File: config.mk
export PLATFORM = sky130hd
export DESIGN_NAME = shift_seq_ctrl
export DESIGN_NICKNAME = d
export VERILOG_FILES = /design/src/rtl/shift_pkg.sv /design/src/rtl/shift_step.sv /design/src/rtl/shift_seq_ctrl.sv
export SDC_FILE = /design/constraint.sdc
export NUM_CORES = 1
export LEC_CHECK = 0
export ABC_AREA = 1
export CAP_MARGIN = 25
export CORE_UTILIZATION = 35
export CTS_CLUSTER_SIZE = 10
export DETAILED_ROUTE_END_ITERATION = 16
export SETUP_SLACK_MARGIN = 0.02
export SYNTH_ARGS = -nofsm -noshare
export SYNTH_HDL_FRONTEND = slang
export SYNTH_HIERARCHICAL = 1
export SYNTH_SLANG_ARGS = --single-unit
File: constraint.sdc
create_clock -name clk -period 3.1 [get_ports clk]
set_clock_uncertainty 0.15 [all_clocks]
set_input_delay 0.62 -clock clk [delete_from_list [all_inputs] [get_ports clk]]
set_output_delay 0.62 -clock clk [all_outputs]
set_load 0.1 [all_outputs]
File: src/rtl/shift_pkg.sv
// Shared types and encodings for the shift sequencer and its one-bit-per-cycle register.
// Rotate support is selected by the SHIFT_SEQ_ROTATE_EN macro in the files that use this package.
package shift_pkg;

  typedef enum logic [1:0] {
    IDLE  = 2'd0,
    SHIFT = 2'd1,
    DONE  = 2'd2
  } shift_state_t;

  localparam logic [1:0] SHIFT_LOGIC = 2'b00;
  localparam logic [1:0] SHIFT_ARITH = 2'b01;
  localparam logic [1:0] SHIFT_ROT   = 2'b10;

  localparam logic DIR_RIGHT = 1'b0;
  localparam logic DIR_LEFT  = 1'b1;

  // Fill-bit select understood by shift_step.
  localparam logic [1:0] FILL_ZERO = 2'd0;
  localparam logic [1:0] FILL_MSB  = 2'd1;
  localparam logic [1:0] FILL_ROT  = 2'd2;

  // Arithmetic only means sign fill on a right shift; left arithmetic and reserved are logical.
  function automatic logic [1:0] fill_sel_f(input logic [1:0] mode, input logic dir,
                                            input logic rot_en);
    logic [1:0] sel;
    sel = FILL_ZERO;
    if (mode == SHIFT_ARITH && dir == DIR_RIGHT) sel = FILL_MSB;
    else if (mode == SHIFT_ROT && rot_en)        sel = FILL_ROT;
    return sel;
  endfunction

endpackage

File: src/rtl/shift_step.sv
// N-bit shift register: load, one-position step per enabled cycle, selectable fill bit.
// The rotate feedback path exists only when SHIFT_SEQ_ROTATE_EN is defined.
module shift_step
  import shift_pkg::*;
#(
  parameter int N = 32
) (
  input  logic         clk,
  input  logic         clr,
  input  logic         load,
  input  logic [N-1:0] load_data,
  input  logic         en,
  input  logic         dir,
  input  logic [1:0]   fill_sel,
  output logic [N-1:0] q
);

  logic fill_bit;

  always_comb begin
    fill_bit = 1'b0;
    case (fill_sel)
      FILL_MSB: fill_bit = q[N-1];
`ifdef SHIFT_SEQ_ROTATE_EN
      FILL_ROT: fill_bit = (dir == DIR_LEFT) ? q[N-1] : q[0];
`endif
      default:  fill_bit = 1'b0;
    endcase
  end

  always_ff @(posedge clk) begin
    if (clr) begin
      q <= '0;
    end else if (load) begin
      q <= load_data;
    end else if (en) begin
      if (dir == DIR_LEFT) q <= {q[N-2:0], fill_bit};
      else                 q <= {fill_bit, q[N-1:1]};
    end
  end

endmodule

File: src/rtl/shift_seq_ctrl.sv
// Sequencer that loads shift_step, steps it the effective count, then offers the result.
// Define SHIFT_SEQ_ROTATE_EN to build rotate mode; otherwise mode 10 decodes as logical.
//
// Handshakes: a transfer happens on a rising edge where valid and ready are both high;
// cmd_ready is high only in IDLE, res_valid only in DONE, and res_data is held while
// res_valid waits for res_ready. abort (outside IDLE) and clr pre-empt any transfer.
module shift_seq_ctrl
  import shift_pkg::*;
#(
  parameter int N  = 32,
  parameter int AW = $clog2(N) + 1
) (
  input  logic          clk,
  input  logic          clr,
  input  logic          cmd_valid,
  output logic          cmd_ready,
  input  logic [N-1:0]  cmd_data,
  input  logic [AW-1:0] cmd_amt,
  input  logic          cmd_dir,
  input  logic [1:0]    cmd_mode,
  input  logic          abort,
  output logic          res_valid,
  input  logic          res_ready,
  output logic [N-1:0]  res_data,
  output logic          busy,
  output logic [1:0]    dbg_state
);

  localparam int LW = $clog2(N);

`ifdef SHIFT_SEQ_ROTATE_EN
  localparam logic ROT_EN = 1'b1;
`else
  localparam logic ROT_EN = 1'b0;
`endif

  shift_state_t  state_q;
  logic [AW-1:0] cnt_q;
  logic [AW-1:0] eff_cnt;
  logic          dir_q;
  logic [1:0]    fill_q;
  logic          accept;
  logic          abort_hit;
  logic          step_en;
  logic          step_clr;
  logic [N-1:0]  reg_q;

  assign cmd_ready = (state_q == IDLE);
  assign accept    = cmd_ready & cmd_valid;
  assign abort_hit = abort & (state_q != IDLE);
  assign step_en   = (state_q == SHIFT) && (cnt_q != '0);
  assign step_clr  = clr | abort_hit;

  // Rotating by a multiple of N is the identity, so rotate keeps only the low bits.
  always_comb begin
    eff_cnt = (cmd_amt > AW'(N)) ? AW'(N) : cmd_amt;
`ifdef SHIFT_SEQ_ROTATE_EN
    if (cmd_mode == SHIFT_ROT) eff_cnt = {{(AW-LW){1'b0}}, cmd_amt[LW-1:0]};
`endif
  end

  always_ff @(posedge clk) begin
    if (clr) begin
      state_q <= IDLE;
      cnt_q   <= '0;
      dir_q   <= DIR_RIGHT;
      fill_q  <= FILL_ZERO;
    end else if (abort_hit) begin
      state_q <= IDLE;
      cnt_q   <= '0;
    end else begin
      case (state_q)
        IDLE: begin
          if (cmd_valid) begin
            state_q <= SHIFT;
            cnt_q   <= eff_cnt;
            dir_q   <= cmd_dir;
            fill_q  <= fill_sel_f(cmd_mode, cmd_dir, ROT_EN);
          end
        end
        SHIFT: begin
          if (cnt_q == '0) state_q <= DONE;
          else             cnt_q   <= cnt_q - AW'(1);
        end
        DONE: begin
          if (res_ready) state_q <= IDLE;
        end
        default: state_q <= IDLE;
      endcase
    end
  end

  shift_step #(.N(N)) u_step (
    .clk       (clk),
    .clr       (step_clr),
    .load      (accept),
    .load_data (cmd_data),
    .en        (step_en),
    .dir       (dir_q),
    .fill_sel  (fill_q),
    .q         (reg_q)
  );

  assign res_valid = (state_q == DONE);
  assign res_data  = reg_q;
  assign busy      = (state_q == SHIFT) || (state_q == DONE);
  assign dbg_state = state_q;

endmodule

==> impl_metrics.json, run 1 <==
{
  "cts_resized": 0,
  "netlist_instances": 380,
  "synth_seq_cells": 42,
  "crit_top_cell": "inv_1",
  "gr-usage-all-layers_pct": 18.6,
  "fin_crit_ns": 2.27,
  "grt_pass1_vias": 2493,
  "critPathRequiredTime_ns": 3.18,
  "htree_levels": 2,
  "cts_buffers": 5,
  "drt_wl_total_mm": 6.91,
  "postCtsSetupBuffers": 0,
  "status": "finished, final reports clean",
  "ios": 83,
  "final_common_cell": "a21oi_1",
  "start_kind": "flip-flop",
  "ant_nets": 0,
  "cp.arrival_ns": 2.35,
  "max-cap-violations": 0,
  "overflow": 0,
  "remaining_drc_errors": 0,
  "ys_types": 27,
  "routedWlPerCell_um": 12.6,
  "area_growth_pct": 31.5,
  "root_buffer": "clkbuf_8",
  "placed_cells": 541,
  "die_x_um": 87.7,
  "relSlewSlack_pct": 61.2,
  "fin_hold_ws_ns": 0.354,
  "finalMaxSlewViolations": 0,
  "drtPass1Iterations": 4,
  "ctsHoldBuffers": 0,
  "fin_tns_setup_ns": 0,
  "core_area_um2": 6940,
  "via_count": 2620,
  "synth_fp_nets": 431,
  "rsz0062_at_grt": "no",
  "slowest_stage": "ha_1",
  "cts_sinks": 42,
  "dr.first_iter.drc_count": 169,
  "max_freq_ghz": 0.440,
  "place_congestion": 0.772,
  "crit_path_max_incr_delay_ns": 0.50,
  "clkLatencyLatePin_ns": 0.30,
  "antenna_cells": 0,
  "clk_pin_slew_ns": 0.08,
  "antenna_found_initial": 0,
  "hold_path.class": "flip-flop to flip-flop",
  "port_buffers": 82,
  "initial_core_util_pct": 37.0,
  "fp.dieH_um": 87.7,
  "syn-cell-area_um2": 2570,
  "path_buf_inv": 3,
  "max-clock-path-buffers": 2,
  "period_share_pct": 73.4,
  "fin_nets": 503,
  "dieArea_um2": 7700,
  "tightest_slew_ns": 0.581,
  "crit_family": "buffers and inverters",
  "cp_cell_sequence": "inv_1 -> ha_1 -> nand2_2 -> inv_1 -> nor2_4 -> inv_2 -> o21ai_1 -> a21oi_1",
  "worstSetupPathType": "flip-flop to flip-flop",
  "tritoncts": "built",
  "dpl.hpwl_mm": 4.78,
  "hold_violations": 0,
  "ys_warn_count": 6,
  "routed_via_density": 4.77,
  "grt_max_degree": 34,
  "crit_path_end_kind": "flip-flop",
  "rows": 30,
  "layout_common_cells": "a21oi_1 (66), o21ai_1 (60), inv_1 (55)",
  "setup_viol": 0,
  "grt_pass1_wl_mm": 11.4,
  "syn_avg_cell_area_um2": 6.77,
  "layout-drive-gt1-share_pct": 15.5,
  "ys_seq_area_share_pct": 32.7,
  "finalNonFillerCells": 549,
  "cp_max_fo": 30
}
==> flip-flops by register name (all words and copies together), names as in the netlist <==
| name | cells |
|---|---|
| dir_q | 1 |
| dbg_state | 2 |
| fill_q | 1 |
| u_step/q | 32 |
| cnt_q | 6 |
==> layout make-up <==
class,instances,area (um^2)
flip-flops and latches,42,841
repair buffers,85,751
clock inverters,2,13.8
well taps,96,120
clock buffers,6,72.6
inverters,61,229
fillers,720,3560
multi-input cells,257,1360
==> tightest hold or removal path: stages (launching register included) <==
cell,delay [ns]
dfxtp_1,0.34
nand2_1,0.07
a21oi_1,0.06
==> metrics by stage <==
| step | utilization (%) | cell area, um^2 | setup WS (ns) |
|---|---|---|---|
| after CTS | 48.7 | 3380 | 0.814 |
| after floorplan | - | 2570 | 0.140 |
| after global placement | 47.5 | 3300 | 0.592 |
| after detailed placement | 47.5 | 3300 | 0.517 |
| final | 48.7 | 3380 | 0.826 |
| after global routing | 48.7 | 3380 | 0.644 |
==> synth_stat cells, drive strengths merged <==
| master | number | area (um^2) |
|---|---|---|
| a211oi | 1 | 7.51 |
| a21oi | 67 | 347 |
| buf | 17 | 135 |
| clkbuf | 3 | 11.3 |
| conb | 1 | 3.75 |
| dfxtp | 42 | 841 |
| ha | 5 | 62.6 |
| inv | 61 | 229 |
| nand2 | 44 | 173 |
| nand3 | 9 | 67.6 |
| nand4 | 3 | 25.0 |
| nor2 | 32 | 153 |
| o21ai | 63 | 315 |
| o22ai | 1 | 6.26 |
| or2 | 30 | 188 |
| xor2 | 1 | 8.76 |
==> cells by family after synthesis <==
logic type | Yosys count | share of synthesized area (%)
AO/OA/AOI/OAI | 132 | 26.3
XOR/XNOR | 1 | 0.341
adder cells (fa/ha/maj) | 5 | 2.43
buffers and inverters | 81 | 14.6
flip-flops | 42 | 32.7
other | 1 | 0.146
AND/OR/NAND/NOR | 118 | 23.5
==> final timing paths <==
path / startpoint / to / cells after the start / slack [ns]
worst max-delay path: dbg_state[1] / u_step/q[22] / 8 / 0.83
worst min-delay path: fill_q[0] / fill_q[0] / 2 / 0.35
worst max register to register: dbg_state[1] / u_step/q[22] / 8 / 0.83
worst min register to register: fill_q[0] / fill_q[0] / 2 / 0.35
==> per-layer routing <==
| metal | wire, um | global-route usage, % | up-vias |
|---|---|---|---|
| met1 | 3190 | 23.1 | 1168 |
| met5 | 0 | 0 | - |
| met2 | 3250 | 32.6 | 83 |
| li1 | - | - | 1365 |
| met4 | 63 | 4.77 | 0 |
| met3 | 396 | 4.15 | 4 |
Power of run 1 is left out: the tool's default activity adds up to more than one toggle a clock period on the data nets, which glitch-free logic cannot reach.
==> run 2: changes to the inputs <==
==> constraint.sdc (replaced) <==
create_clock -name clk -period 2.3 [get_ports clk]
set_clock_uncertainty 0.15 [all_clocks]
set_input_delay 0.46 -clock clk [delete_from_list [all_inputs] [get_ports clk]]
set_output_delay 0.46 -clock clk [all_outputs]
set_load 0.1 [all_outputs]
==> impl_metrics.json, run 2 (synthesis gave the netlist of run 1 again) <==
{
  "die_x_um": 87.7,
  "finalNonFillerCells": 556,
  "postCtsSetupBuffers": 0,
  "slowest_stage": "dfxtp_2",
  "dr.first_iter.drc_count": 131,
  "fin_nets": 510,
  "rsz0062_at_grt": "no",
  "crit_path_max_incr_delay_ns": 0.36,
  "via_count": 2648,
  "antenna_cells": 0,
  "max_freq_ghz": 0.552,
  "tightest_slew_ns": 0.583,
  "worstSetupPathType": "flip-flop to primary output",
  "overflow": 0,
  "grt_pass1_vias": 2455,
  "largest_register_ffs": 32,
  "ios": 83,
  "root_buffer": "clkbuf_8",
  "drt_wl_total_mm": 7.03,
  "max-clock-path-buffers": 2,
  "place_congestion": 0.785,
  "finalMaxSlewViolations": 0,
  "ctsHoldBuffers": 0,
  "layout-drive-gt1-share_pct": 17.4,
  "max_flop_register": "u_step/q",
  "fin_crit_ns": 1.81,
  "path_buf_inv": 2,
  "min-delay-start": "fill_q[0]",
  "cp.arrival_ns": 1.20,
  "hold_violations": 0,
  "hold_path.class": "flip-flop to flip-flop",
  "remaining_drc_errors": 0,
  "final_common_cell": "a21oi_1",
  "cp_max_fo": 3,
  "crit_path_start": "dbg_state[1]",
  "area_growth_pct": 37.5,
  "antenna_found_initial": 0,
  "cts_resized": 0,
  "start_kind": "flip-flop",
  "cp_cell_sequence": "inv_1 -> ha_4 -> buf_12",
  "routedWlPerCell_um": 12.6,
  "fp.dieH_um": 87.7,
  "grt_max_degree": 34,
  "clkLatencyLatePin_ns": 0.30,
  "cts_sinks": 42,
  "grt_pass1_wl_mm": 11.5,
  "initial_core_util_pct": 37.0,
  "crit_path_end_kind": "primary output",
  "dieArea_um2": 7700,
  "period_share_pct": 78.8,
  "setup_viol": 0,
  "rows": 30,
  "final_core_util_pct": 50.9,
  "ant_nets": 0,
  "reg2reg_from": "dbg_state[1]",
  "drtPass1Iterations": 4,
  "pre_cts_ws_ns": 0.213,
  "layout_common_cells": "a21oi_1 (66), o21ai_1 (60), inv_1 (55)",
  "fin_tns_setup_ns": 0,
  "crit_family": "flip-flops",
  "cts_buffers": 5,
  "routed_via_density": 4.76,
  "port_buffers": 82,
  "status": "finished, final reports clean",
  "critPathRequiredTime_ns": 1.69,
  "max-cap-violations": 0,
  "fin_ws_ns": 0.489,
  "dpl.hpwl_mm": 4.97,
  "tritoncts": "built",
  "clk_pin_slew_ns": 0.08,
  "gr-usage-all-layers_pct": 19.0,
  "relSlewSlack_pct": 61.1,
  "htree_levels": 2,
  "placed_cells": 548,
  "core_area_um2": 6940
}
-- run 2: cell count changes in the layout (fill, tap and decap cells not counted) --
cell and delta:
buf_12 +5, buf_4 +2, bufinv_16 +1, clkinv_2 -1
clkinv_4 -1, clkinvlp_4 +1, dfxtp_1 -2, dfxtp_2 +2
ha_1 -1, ha_4 +1
-- run 2: cell type report --
class,instances,area (um^2)
Fill cell,691,3410
Multi-Input combinational cell,257,1370
Timing Repair Buffer,92,866
Sequential cell,42,843
Inverter,61,229
Tap cell,96,120
Clock buffer,6,72.6
Clock inverter,2,37.5
-- run 2: layer usage --
| metal | GRT usage, % | part of all wire (%) | vias up |
|---|---|---|---|
| met5 | 0 | 0 | - |
| met4 | 4.02 | 0.74 | 0 |
| met3 | 4.43 | 5.3 | 5 |
| met2 | 31.3 | 46 | 73 |
| met1 | 25.4 | 48 | 1192 |
| li1 | - | - | 1378 |
-- run 2: path summary, 6_finish.rpt --
kind | to | slack, ns | depth (start not counted)
worst min-delay path | fill_q[0] | 0.34 | 2
worst max register to register | u_step/q[30] | 0.54 | 8
worst min register to register | fill_q[0] | 0.34 | 2
worst max-delay path | busy | 0.49 | 3
-- run 2: tightest hold or removal path, cell delays in order (launching register included) --
cell     delay [ns]
dfxtp_1        0.33
nand2_1        0.06
a21oi_1        0.05
-- run 2: stage by stage --
stage	hold slack [ns]	instance area, um^2
6_report	0.337	3540
5_1_grt	0.389	3540
4_1_cts	0.347	3540
3_5_place_dp	0.335	3430
2_1_floorplan	0.288	2590
3_3_place_gp	0.332	3430
Power of run 2 is left out for the same reason.
